File: src/rtl/output_port_unit.sv
// Router output port: round-robin ownership grant, packet FIFO and credit-controlled link driver.
// One instance sits behind each crossbar output column.
`timescale 1ns/1ps
module output_port_unit #(
  parameter int NUM_OF_PORTS = 5,
  parameter int FLIT_W       = 64,
  parameter int BUF_DEPTH    = 4,
  parameter int CREDITS      = 4
) (
  input  logic                            clk,
  input  logic                            rst_n,
  input  logic [NUM_OF_PORTS-1:0]         i_req,
  output logic [NUM_OF_PORTS-1:0]         o_ack,
  input  logic                            i_flit_valid,
  input  logic [1:0]                      i_flit_type,
  input  logic [FLIT_W-1:0]               i_flit,
  output logic                            o_buf_ready,
  output logic                            o_port_free,
  output logic [$clog2(NUM_OF_PORTS)-1:0] o_owner,
  output logic                            o_link_valid,
  output logic [1:0]                      o_link_type,
  output logic [FLIT_W-1:0]               o_link_flit,
  input  logic                            i_credit_ret,
  output logic [$clog2(CREDITS+1)-1:0]    o_credits,
  output logic                            o_overflow
);

  localparam int OW = $clog2(NUM_OF_PORTS);
  localparam int CW = $clog2(CREDITS+1);
  localparam int AW = $clog2(BUF_DEPTH);
  localparam logic [1:0] TYPE_NONE = 2'b00;
  localparam logic [1:0] TYPE_TAIL = 2'b11;

  typedef enum logic [1:0] {IDLE, GRANT, ACTIVE, DRAIN} state_t;

  state_t                  state, state_nxt;
  logic [OW-1:0]           rr_ptr, owner, winner;
  logic [OW:0]             cand;
  logic                    found;
  logic [FLIT_W+1:0]       mem [BUF_DEPTH];
  logic [AW-1:0]           wr_ptr, rd_ptr;
  logic [AW:0]             count;
  logic                    full, empty, pop, push_try, push, ovf_set;
  logic [CW-1:0]           credits;
  logic                    vld_p1, ovf;
  logic [1:0]              type_p1;
  logic [FLIT_W-1:0]       flit_p1;

  function automatic logic [CW-1:0] sat_credit(input logic [CW-1:0] c, input logic dec,
                                               input logic inc);
    logic [CW-1:0] r;
    r = c;
    if (dec && !inc) r = c - CW'(1);
    else if (inc && !dec && c != CW'(CREDITS)) r = c + CW'(1);
    return r;
  endfunction

  // first requester at or after the round-robin pointer, wrapping past the last input
  always_comb begin
    winner = '0;
    found  = 1'b0;
    cand   = '0;
    for (int i = 0; i < NUM_OF_PORTS; i++) begin
      cand = {1'b0, rr_ptr} + (OW+1)'(i);
      if (cand >= (OW+1)'(NUM_OF_PORTS)) cand = cand - (OW+1)'(NUM_OF_PORTS);
      if (!found && i_req[cand[OW-1:0]]) begin
        found  = 1'b1;
        winner = cand[OW-1:0];
      end
    end
  end

  assign full     = (count == (AW+1)'(BUF_DEPTH));
  assign empty    = (count == '0);
  assign pop      = !empty && (credits != '0);
  assign push_try = (state != IDLE) && i_flit_valid && (i_flit_type != TYPE_NONE);
  // a pop in the same cycle frees the slot, so a full FIFO can still accept
  assign push     = push_try && (!full || pop);
  assign ovf_set  = push_try && full && !pop;

  always_comb begin
    state_nxt = state;
    case (state)
      IDLE:    if (found) state_nxt = GRANT;
      GRANT:   state_nxt = ACTIVE;
      ACTIVE:  if (push_try && i_flit_type == TYPE_TAIL) state_nxt = DRAIN;
      DRAIN:   if (empty) state_nxt = IDLE;
      default: state_nxt = IDLE;
    endcase
  end

  always_ff @(posedge clk or negedge rst_n) begin
    if (!rst_n) begin
      state  <= IDLE;
      rr_ptr <= '0;
      owner  <= '0;
    end else begin
      state <= state_nxt;
      if (state == IDLE && found) begin
        owner  <= winner;
        rr_ptr <= (winner == OW'(NUM_OF_PORTS-1)) ? '0 : winner + OW'(1);
      end
    end
  end

  always_ff @(posedge clk) begin
    if (push) mem[wr_ptr] <= {i_flit_type, i_flit};
  end

  always_ff @(posedge clk or negedge rst_n) begin
    if (!rst_n) begin
      wr_ptr  <= '0;
      rd_ptr  <= '0;
      count   <= '0;
      credits <= CW'(CREDITS);
      ovf     <= 1'b0;
    end else begin
      if (push) wr_ptr <= wr_ptr + AW'(1);
      if (pop)  rd_ptr <= rd_ptr + AW'(1);
      if (push && !pop)      count <= count + (AW+1)'(1);
      else if (pop && !push) count <= count - (AW+1)'(1);
      credits <= sat_credit(credits, pop, i_credit_ret);
      if (ovf_set) ovf <= 1'b1;
    end
  end

  // link stage: popped flit appears one cycle after the pop
  always_ff @(posedge clk or negedge rst_n) begin
    if (!rst_n) begin
      vld_p1  <= 1'b0;
      type_p1 <= TYPE_NONE;
      flit_p1 <= '0;
    end else begin
      vld_p1 <= pop;
      if (pop) {type_p1, flit_p1} <= mem[rd_ptr];
      else     type_p1 <= TYPE_NONE;
    end
  end

  assign o_ack        = (state == GRANT) ? (NUM_OF_PORTS'(1) << owner) : '0;
  assign o_port_free  = (state == IDLE);
  assign o_owner      = owner;
  assign o_buf_ready  = !full;
  assign o_link_valid = vld_p1;
  assign o_link_type  = type_p1;
  assign o_link_flit  = flit_p1;
  assign o_credits    = credits;
  assign o_overflow   = ovf;

endmodule

File: config.mk
export PLATFORM = sky130hd
export DESIGN_NAME = output_port_unit
export DESIGN_NICKNAME = d
export VERILOG_FILES = /design/src/rtl/output_port_unit.sv
export SDC_FILE = /design/constraint.sdc
export NUM_CORES = 1
export LEC_CHECK = 0
export ABC_AREA = 0
export CAP_MARGIN = 20
export CORE_ASPECT_RATIO = 0.5
export CORE_MARGIN = 2
export CORE_UTILIZATION = 55
export CTS_CLUSTER_SIZE = 25
export DETAILED_ROUTE_END_ITERATION = 16
export PLACE_DENSITY = 0.85
export RECOVER_POWER = 25
export SYNTH_ARGS = -nofsm -noshare
export SYNTH_HDL_FRONTEND = slang
export SYNTH_SLANG_ARGS = --single-unit
File: constraint.sdc
create_clock -name clk -period 5.7 [get_ports clk]
set_input_delay 0.855 -clock clk [delete_from_list [all_inputs] [get_ports clk]]
set_output_delay 0.855 -clock clk [all_outputs]
set_load 0.02 [all_outputs]
* Word-level counts from Yosys, hierarchy flattened
Memory sizes are Yosys's and may differ from the RTL's.
Index checks and enable logic that the tools add are counted.
** Operators by class
- Div/mod/pow operators :: 0
- Equality and inequality tests :: 10
- Reductions and logical operators :: 35
- Shift operators :: 1
- Mux-type cells :: 38
- $add $sub $neg :: 16
- Magnitude comparators :: 10
- Multipliers :: 0
- Bitwise gates (word level) :: 0
** Operator list (number)
- 3-bit two-way mux :: 15
- 3-bit by 4-bit < comparator with 1-bit output, second input constant :: 5
- 1-bit logical AND :: 17
- 4-bit by 3-bit >= comparator with 1-bit output, second input constant :: 4
- 1-bit binary-select mux with 3-bit select :: 5
- 3-bit subtractor, second input constant :: 5
- 1-bit two-way mux :: 12
- 3-bit by 1-bit adder with 3-bit output, second input constant :: 3
- 1-bit zero test :: 9
- 3-bit by 2-bit adder with 4-bit output, second input constant :: 2
- 2-bit two-way mux :: 4
- 2-bit case mux with 4 select lines :: 1
- 2-bit nonzero test :: 4
- 2-bit == test, second input constant :: 3
- 3-bit == test, second input constant :: 2
- 3-bit by 1-bit subtractor with 3-bit output, second input constant :: 2
- 5-bit two-way mux :: 1
- 1-bit by 3-bit << shifter with 5-bit output, first input constant :: 1
- 2-bit by 1-bit adder with 2-bit output, second input constant :: 2
- 3-bit by 1-bit adder with 4-bit output, second input constant :: 1
- 3-bit by 3-bit adder with 4-bit output, second input constant :: 1
- 2-bit != test, second input constant :: 2
- 3-bit >= comparator, second input constant :: 1
- 3-bit zero test :: 1
- 7 further kinds :: 7
** Word-level totals
- Word-level logic and storage cells :: 122
- Latch bits :: 0
- Output and inout bits :: 81
- Register bits after elaboration :: 86
- Bits of input ports :: 75
- RAM bits :: 264
- ROM bits :: 0
- Memories :: 1
** Memory list
- mem :: words 4, width 66, rd ports 1, clocked after memory_dff 0, wr ports 1, RTL line 40 : logic [FLIT_W+1:0] mem [BUF_DEPTH];

* Logic depth before layout (Yosys ltp)
Gate-level depths: netlist (run 1).
- Depth after elaboration :: 19
- Depth in mapped cells :: 16
- Mapped depth without buffers :: 14

* Least setup slack after synthesis (run 1)
Ideal clock, no wire load.
- Kind :: register -> register
- From :: reg state[0]
- To :: mem mem[0][0] (netlist bit) (enable)
- Clock period less this slack :: 3351 ps
- Setup time :: 431 ps
- Slack :: 2349 ps
- Path buffers :: 1
- Arrival :: 2919 ps
- Cell stages (with the launch flop) :: 8
- Required time :: 5269 ps
- Path through :: dfrtp_1 inv_1 ha_1 inv_1 o211ai_1 nor2b_1 clkbuf_1 and2_1
** On the way
- Word-level cells in the longest chain between the ends :: 6
** Ends and longest elaborated chain
- start, declared :: RTL line 36 : state_t state, state_nxt;
- start signal, assigned :: RTL line 98 : state <= state_nxt;
- 2-bit nonzero test :: RTL line 76 : assign push_try = (state != IDLE) && i_flit_valid && (i_flit_type != TYPE_NONE);
- 1-bit logical AND (2 in series) :: RTL line 76
- 1-bit logical AND :: RTL line 78 : assign push = push_try && (!full || pop);
- via push :: RTL line 43 : logic full, empty, pop, push_try, push, ovf_set;
- 1-bit two-way mux :: RTL line 107 : if (push) mem[wr_ptr] <= {i_flit_type, i_flit};
- 1-bit two-way mux (implied by the code) :: RTL line 107
- end, declared :: RTL line 40
The timed path passes the listed nets, and every way through them passes these cells.

* Worst setup path after layout (run 1)
- From :: reg rr_ptr[1]
- To :: reg rr_ptr[1]
** On the way
- Word-level cells in the longest chain between the ends :: 19
- Elaborated cells on any way between the ends :: 51
- Classes of those cells :: 10 x add/sub; 5 x order compare; 1 x eq/ne; 26 x mux; 9 x reduce/logical
** Ends and longest elaborated chain
- start, declared :: RTL line 37 : logic [OW-1:0] rr_ptr, owner, winner;
- start signal, assigned :: RTL line 101 : rr_ptr <= (winner == OW'(NUM_OF_PORTS-1)) ? '0 : winner + OW'(1);
- branches (longest 19 deep; another with 3-bit by 1-bit adder with 4-bit output)
Parallel ways; which one is timed is not known. The select of a mux whose other input is x is not followed.
A chain may end at the register's enable or synchronous reset.

==> run summary, run 1 <==
outcome = finished with violations
violations in the final reports = capacitance limit, slew limit
total standard cell area after synthesis = 14100 um2
post-synthesis register bit count = 350
RSZ-0062 raised after global routing = no
max_slew headroom = -1.13
Min-Delay Path Class = flop to flop
per-cell via count in the routed design = 5.93
portion of the post-synthesis area used by sequential elements = 0.713
number of sinks driven by the clock tree = 350
post-cts repair resize count = 0
buffers added on ports = 155
Netlist cell types = 66
maximum number of buffers from clock root to sink = 3
CTS H-Tree Depth = 1
Flop pwr share = 0.381
Critical Path Start Type = flop
share of the clock period used by the worst path after layout = 0.646
flip-flop cell with the highest count after synthesis = edfxtp_1
post-CTS repair timing setup buffer count = 0
DRC violations left = 0
Layout Area Growth over Synthesis = 20.9%
Worst Setup Path Type = flop to flop
maximum number of pins on one net before global-route repair = 67
slack of the critical path = 2.02 ns
nets in the synthesized netlist = 854
Die X = 231 um
number of buffers inserted during clock tree synthesis = 30
wire length per cell = 24.1 um
Skew-Pair Late Insertion Delay = 0.57 ns
Fin. Hold Viols = 0
post-placement setup slack = 2.06 ns
slowest stage delay, CP = 0.72 ns
count of pins on the block boundary = 156
Worst IR Drop VDD = 321 uV
multi-input logic area = 3850 um2
Routed WL = 31.1 mm
Final Critical Period = 3.68 ns
proportion of total power due to net switching = 0.342
share of layout cells above drive strength 1 = 0.222
detailed placement HPWL = 17.6 mm
clock root cell = clkbuf_16
total leakage power = 0.00599 uW
overall fraction of global-route tracks in use = 0.230
via total after detailed routing = 7648
number of optimization iterations in the first detailed-route pass = 6
Worst path slowest cell = ha_1
post-detailed-route count of antenna-violating nets = 0
core area = 25200 um2
antenna violations before repair = 5
sequence of cells on the critical path = inv_1, ha_1, inv_1, nor2_1, a221oi_1, a31oi_2, nor3_1, a211o_1, o22ai_2, ha_1, nand2_1, a21oi_1
Die Area = 27100 um2
number of global-route vias before repair = 8434
net switching power of the design = 3380 uW
starting DRC count in detailed routing = 545
Core Rows = 41
largest fanout on the critical path = 19
Clk network pwr share = 0.211
first-pass GRT wire length = 47.9 mm
Pwr per Cell Area = 578 nW/um2
overall die height = 117 um
effective utilization at floorplan = 0.561
max-cap check violation count = 1
share of total power in combinational logic = 0.408
total global routing overflow = 0
post-synthesis average cell area = 18.6 um2
setup TNS = 0 ns
Post-Syn Instances = 759
nature of the critical path endpoint = flop
Worst Path Required = 6.12 ns
count of final setup violators = 0
Post-synth EDFFs = 264
post-layout net count = 1011
post-synthesis async set-or-reset flop share = 0.246
quantity of hold-fixing buffers added after cts = 0
weighted congestion reported at the end of routability-driven placement = 0.847
actual transition at the worst max-transition pin = 3.19 ns
register clock-pin slew on the reported worst setup and hold paths = 0.06 ns
number of filler cells placed in the layout = 1568
Seq. cell area = 10100 um2
Pins Over Slew Limit = 55
Arrival @ worst endpoint = 4.11 ns
clock skew = 0.0265 ns
Ys Warns = 0
Max Clk Rate = 271 MHz
internal cell power = 6510 uW
clock tree from TritonCTS = yes
==> power by group through the flow <==
stage / logic [uW] / clock network, uW / registers (uW)
2_1_floorplan: 2450 / 0 / 3980
3_3_place_gp: 3810 / 0 / 3840
3_5_place_dp: 3880 / 0 / 3870
4_1_cts: 3920 / 2100 / 3840
5_1_grt: 4330 / 2210 / 3830
6_report: 4030 / 2090 / 3770
==> path summary, 6_finish.rpt <==
kind / startpoint / endpoint / depth (start not counted) / slack (ns)
min in group asynchronous: rst_n / o_link_flit[57]$_DFFE_PN0P_ / 1 / 1.34
worst min register to register: o_link_flit[50]$_DFFE_PN0P_ / o_link_flit[50]$_DFFE_PN0P_ / 1 / 0.51
worst min-delay path: o_link_flit[50]$_DFFE_PN0P_ / o_link_flit[50]$_DFFE_PN0P_ / 1 / 0.51
worst max register to register: rr_ptr[1]$_DFFE_PN0P_ / rr_ptr[1]$_DFFE_PN0P_ / 12 / 2.02
worst max-delay path: rr_ptr[1]$_DFFE_PN0P_ / rr_ptr[1]$_DFFE_PN0P_ / 12 / 2.02
max in group asynchronous: rst_n / rd_ptr[0]$_DFFE_PN0P_ / 1 / 2.07
==> cell usage in the layout (no fill, tap or decap), drive strengths merged, types with 4 or more instances in the layout <==
master / synthesis / final
buf: 13 / 7
a31oi: 4 / 4
dlygate4sd3: 0 / 46
dfrtp: 85 / 85
a21o: 5 / 5
a22oi: 4 / 4
ha: 17 / 17
and2: 8 / 8
o211ai: 5 / 5
clkbuf: 24 / 46
nand2: 23 / 23
nor3: 12 / 12
mux4: 66 / 66
a211o: 5 / 5
a211oi: 4 / 4
nand3: 10 / 10
nand2b: 10 / 10
a21oi: 17 / 17
nor2: 19 / 19
o21ai: 10 / 10
edfxtp: 264 / 264
clkdlybuf4s50: 0 / 108
inv: 17 / 17
clkinv: 0 / 9
xnor2: 6 / 6
nor2b: 7 / 7
mux2: 69 / 69
diode: 0 / 5
and3: 4 / 4
mux2i: 7 / 7
==> stage by stage <==
| step | total power (uW) | cell area [um2] | instances | util | hold slack [ns] |
|---|---|---|---|---|---|
| final | 9890 | 17100 | 1289 | 0.678 | 0.508 |
| after detailed placement | 7750 | 16000 | 1226 | 0.635 | 0.495 |
| after global placement | 7650 | 16000 | 1226 | 0.635 | 0.489 |
| after CTS | 9870 | 17000 | 1282 | 0.675 | 0.373 |
| after floorplan | 6430 | 14100 | 759 | - | 0.483 |
| after global routing | 10400 | 17100 | 1289 | 0.678 | 0.532 |
==> logic make-up after synthesis <==
logic type                 Yosys count  synth area share
and+or+nand+nor                    107            0.0401
AOI/OAI and AO/OA                   77            0.0419
buffers and inverters               54            0.0157
muxes                              142             0.165
xor gates and xnor gates             9           0.00557
adders and majority gates           20            0.0193
DFF                                350             0.713
==> layout make-up <==
type,instances,share of cell area
Clock inverter,11,0.00761
Clock buffer,45,0.0524
Sequential cell,350,0.590
Inverter,17,0.00373
Tap cell,344,0.0252
Multi-Input combinational cell,355,0.225
Timing Repair Buffer,162,0.0953
Antenna cell,5,0.000731
==> registers in the layout, indices dropped and copies added, names as in the netlist <==
register      count
wr_ptr            2
rd_ptr            2
o_owner           3
rr_ptr            3
o_link_flit      64
o_link_valid      1
o_credits         3
state             2
count             3
o_overflow        1
o_link_type       2
mem             264
==> cell usage after synthesis, types with 2 or more instances <==
cell type | instances | share of area
a211oi_1 | 2 | 0.0011
fa_1 | 3 | 0.0042
ha_1 | 17 | 0.015
or3_1 | 2 | 0.00088
inv_2 | 2 | 0.00053
o2111ai_1 | 2 | 0.0012
mux4_2 | 66 | 0.11
a22oi_1 | 4 | 0.0021
mux2_1 | 2 | 0.0016
nor3b_1 | 3 | 0.0016
a211o_1 | 5 | 0.0031
mux2i_1 | 7 | 0.0050
a22o_1 | 2 | 0.0012
inv_1 | 15 | 0.0040
a21oi_1 | 16 | 0.0057
o211ai_1 | 5 | 0.0027
nor2b_1 | 5 | 0.0022
nand3_1 | 10 | 0.0035
nor2b_4 | 2 | 0.0019
a21o_1 | 5 | 0.0027
o21ai_0 | 8 | 0.0028
nand2_1 | 23 | 0.0061
buf_2 | 9 | 0.0032
nor3_1 | 12 | 0.0042
a31oi_1 | 2 | 0.00088
mux2_2 | 67 | 0.053
o21a_1 | 2 | 0.0011
xor2_1 | 3 | 0.0019
a221oi_1 | 2 | 0.0012
edfxtp_1 | 264 | 0.56
buf_1 | 3 | 0.00080
a21boi_0 | 2 | 0.0011
xnor2_1 | 6 | 0.0037
o21ai_1 | 2 | 0.00071
and3_1 | 4 | 0.0018
a32o_1 | 2 | 0.0014
dfrtp_1 | 85 | 0.15
nand3b_1 | 2 | 0.0011
and2_1 | 8 | 0.0035
clkbuf_1 | 24 | 0.0064
nand4_1 | 3 | 0.0013
nor2_1 | 18 | 0.0048
nand2b_1 | 10 | 0.0044
==> routing by layer <==
layer	track usage	vias to the layer above	share of wire
li1	-	3322	-
met1	0.294	4047	0.40
met2	0.407	211	0.53
met3	0.0311	66	0.037
met4	0.0823	2	0.034
met5	0	-	0.00042
==> worst max-delay path, delay by kind of cell, from the launching register on <==
family | cells | cell delay [ns]
AO/OA/AOI/OAI | 5 | 1.03
adder cells (fa/ha/maj) | 2 | 0.97
flip-flops | 1 | 0.65
buffers and inverters | 2 | 0.55
AND/OR/NAND/NOR | 3 | 0.35
Note: power is estimated with default switching activity, not from simulation.
==> run 2: changes to the inputs <==
--- a/config.mk
+++ b/config.mk
@@ -9,10 +9,10 @@
 export CAP_MARGIN = 20
 export CORE_ASPECT_RATIO = 0.5
 export CORE_MARGIN = 2
-export CORE_UTILIZATION = 55
+export CORE_UTILIZATION = 51
 export CTS_CLUSTER_SIZE = 25
 export DETAILED_ROUTE_END_ITERATION = 16
-export PLACE_DENSITY = 0.85
+export PLACE_DENSITY = 0.83
 export RECOVER_POWER = 25
 export SYNTH_ARGS = -nofsm -noshare
 export SYNTH_HDL_FRONTEND = slang
==> constraint.sdc (replaced) <==
create_clock -name clk -period 3.3 [get_ports clk]
set_input_delay 0.495 -clock clk [delete_from_list [all_inputs] [get_ports clk]]
set_output_delay 0.495 -clock clk [all_outputs]
set_load 0.02 [all_outputs]
==> run summary, run 2 (same netlist as run 1, synthesis figures left out) <==
Max Clk Rate = 327 MHz
sequence of cells on the critical path = inv_2, ha_1, inv_1, fa_1, a21oi_2, mux2i_1, nand2b_1, a31oi_4, nor3_1, a211o_1, o22ai_2, ha_1, nand2_1, a21oi_1
R2R cell count = 14
post-layout net count = 1055
launching instance or port of the critical path = rr_ptr[0]$_DFFE_PN0P_
count of final setup violators = 0
effective utilization at floorplan = 0.515
Fin. Hold Viols = 0
setup TNS = 0 ns
flip-flop count of the largest register, all copies and words added = 264
number of optimization iterations in the first detailed-route pass = 5
weighted congestion reported at the end of routability-driven placement = 0.854
Pwr per Cell Area = 1020 nW/um2
flop-to-flop setup slack = 0.24 ns
Worst path slowest cell = fa_1
max_slew headroom = 0.518
share of the clock period used by the worst path after layout = 0.927
outcome = completed
maximum number of pins on one net before global-route repair = 47
Worst IR Drop VDD = 466 uV
Critical Path Start Type = flop
number of buffers inserted during clock tree synthesis = 35
overall die height = 122 um
commonest non-fill, non-tap cells in the layout = edfxtp_1 (264), clkdlybuf4s50_1 (114), dfrtp_1 (83), mux2_2 (67), mux4_2 (66)
per-cell via count in the routed design = 5.58
core area = 27500 um2
detailed placement HPWL = 19.6 mm
overall fraction of global-route tracks in use = 0.219
max-cap check violation count = 0
number of filler cells placed in the layout = 1776
slowest stage delay, CP = 0.43 ns
Core Rows = 43
Final Critical Period = 3.06 ns
Pins Over Slew Limit = 0
post-detailed-route count of antenna-violating nets = 0
buffers added on ports = 155
Worst Path Required = 3.67 ns
first-pass GRT wire length = 48.2 mm
Worst Setup Path Type = flop to flop
share of layout cells above drive strength 1 = 0.262
count of pins on the block boundary = 156
nature of the critical path endpoint = flop
worst-case hold slack = 0.0320 ns
clock skew = 0.0142 ns
clock root cell = clkbuf_16
antenna violations before repair = 4
number of global-route vias before repair = 8273
largest fanout on the critical path = 5
CTS H-Tree Depth = 2
Routed WL = 31.2 mm
Arrival @ worst endpoint = 3.43 ns
RSZ-0062 raised after global routing = no
source of the worst register-to-register timing path = rr_ptr[0]$_DFFE_PN0P_
clock tree from TritonCTS = yes
Die Area = 29200 um2
quantity of hold-fixing buffers added after cts = 0
largest register by flop count = mem
wire length per cell = 22.8 um
Layout Area Growth over Synthesis = 24.8%
Min-Delay Path Class = primary input to asynchronous set/reset pin
register clock-pin slew on the reported worst setup and hold paths = 0.06 ns
Die X = 240 um
most common library cell in the layout ignoring fill and taps = edfxtp_1
Skew-Pair Late Insertion Delay = 0.51 ns
terminus of the critical flop-to-flop path = rr_ptr[1]$_DFFE_PN0P_
maximum number of buffers from clock root to sink = 3
DRC violations left = 0
total leakage power = 0.00627 uW
actual transition at the worst max-transition pin = 0.723 ns
total global routing overflow = 0
number of sinks driven by the clock tree = 350
starting DRC count in detailed routing = 525
most frequent cell on the critical path = ha_1
via total after detailed routing = 7652
==> run 2: layout make-up <==
cell class | count | area (um2) | share of cell area
diodes | 3 | 7.51 | 0.000425
clock buffers | 48 | 1010 | 0.0571
clock inverters | 15 | 135 | 0.00765
inverters | 17 | 63.8 | 0.00361
multi-input cells | 355 | 3870 | 0.219
flip-flops and latches | 350 | 10100 | 0.571
well taps | 382 | 478 | 0.0271
repair buffers | 201 | 2010 | 0.114
==> run 2: power by group <==
part / total, uW / internal (uW) / switching [uW]
Combinational: 7530 / 3770 / 3760
Clock: 3910 / 2310 / 1600
Sequential: 6510 / 5850 / 666
==> run 2: per-layer routing <==
metal	track usage	vias to the layer above	wire length, um
met1	0.283	4041	12700
met3	0.0258	45	899
met2	0.394	150	16900
li1	-	3414	-
met4	0.0641	2	618
met5	0	-	13
==> run 2: what timing repair did <==
item / CTS / global route
hold endpoints to repair: 0 / 0
gates resized for setup: 0 / 3
setup endpoints to repair: 0 / 2
buffers inserted: 0 / 0
==> run 2: worst max-delay path by stage <==
| stage | endpoint | slack [ns] |
|---|---|---|
| 2_1_floorplan | rr_ptr[1]$_DFFE_PN0P_ | 0.09 |
| 3_3_place_gp | rr_ptr[1]$_DFFE_PN0P_ | 0.30 |
| 3_5_place_dp | rr_ptr[1]$_DFFE_PN0P_ | 0.19 |
| 4_1_cts | rr_ptr[1]$_DFFE_PN0P_ | 0.19 |
| 5_1_grt | rr_ptr[1]$_DFFE_PN0P_ | 0.01 |
| 6_report | rr_ptr[1]$_DFFE_PN0P_ | 0.24 |
==> run 2: critical path, delay by kind of cell (launching register included) <==
family	cells	cell delay [ns]
buf+inv	2	0.15
fa+ha+maj	3	0.84
compound gates	5	1.00
simple gates	3	0.28
flops	1	0.41
mux	1	0.27
==> run 2: metrics by stage <==
step / instances / worst slack [ns] / utilization / area, um2 / power (uW)
4_1_cts: 1368 / 0.188 / 0.641 / 17600 / 18000
3_3_place_gp: 1305 / 0.298 / 0.600 / 16500 / 13800
6_report: 1371 / 0.242 / 0.642 / 17700 / 18000
2_1_floorplan: 759 / 0.0877 / - / 14200 / 11100
5_1_grt: 1371 / 0.0137 / 0.642 / 17700 / 18800
3_5_place_dp: 1305 / 0.188 / 0.600 / 16500 / 14000
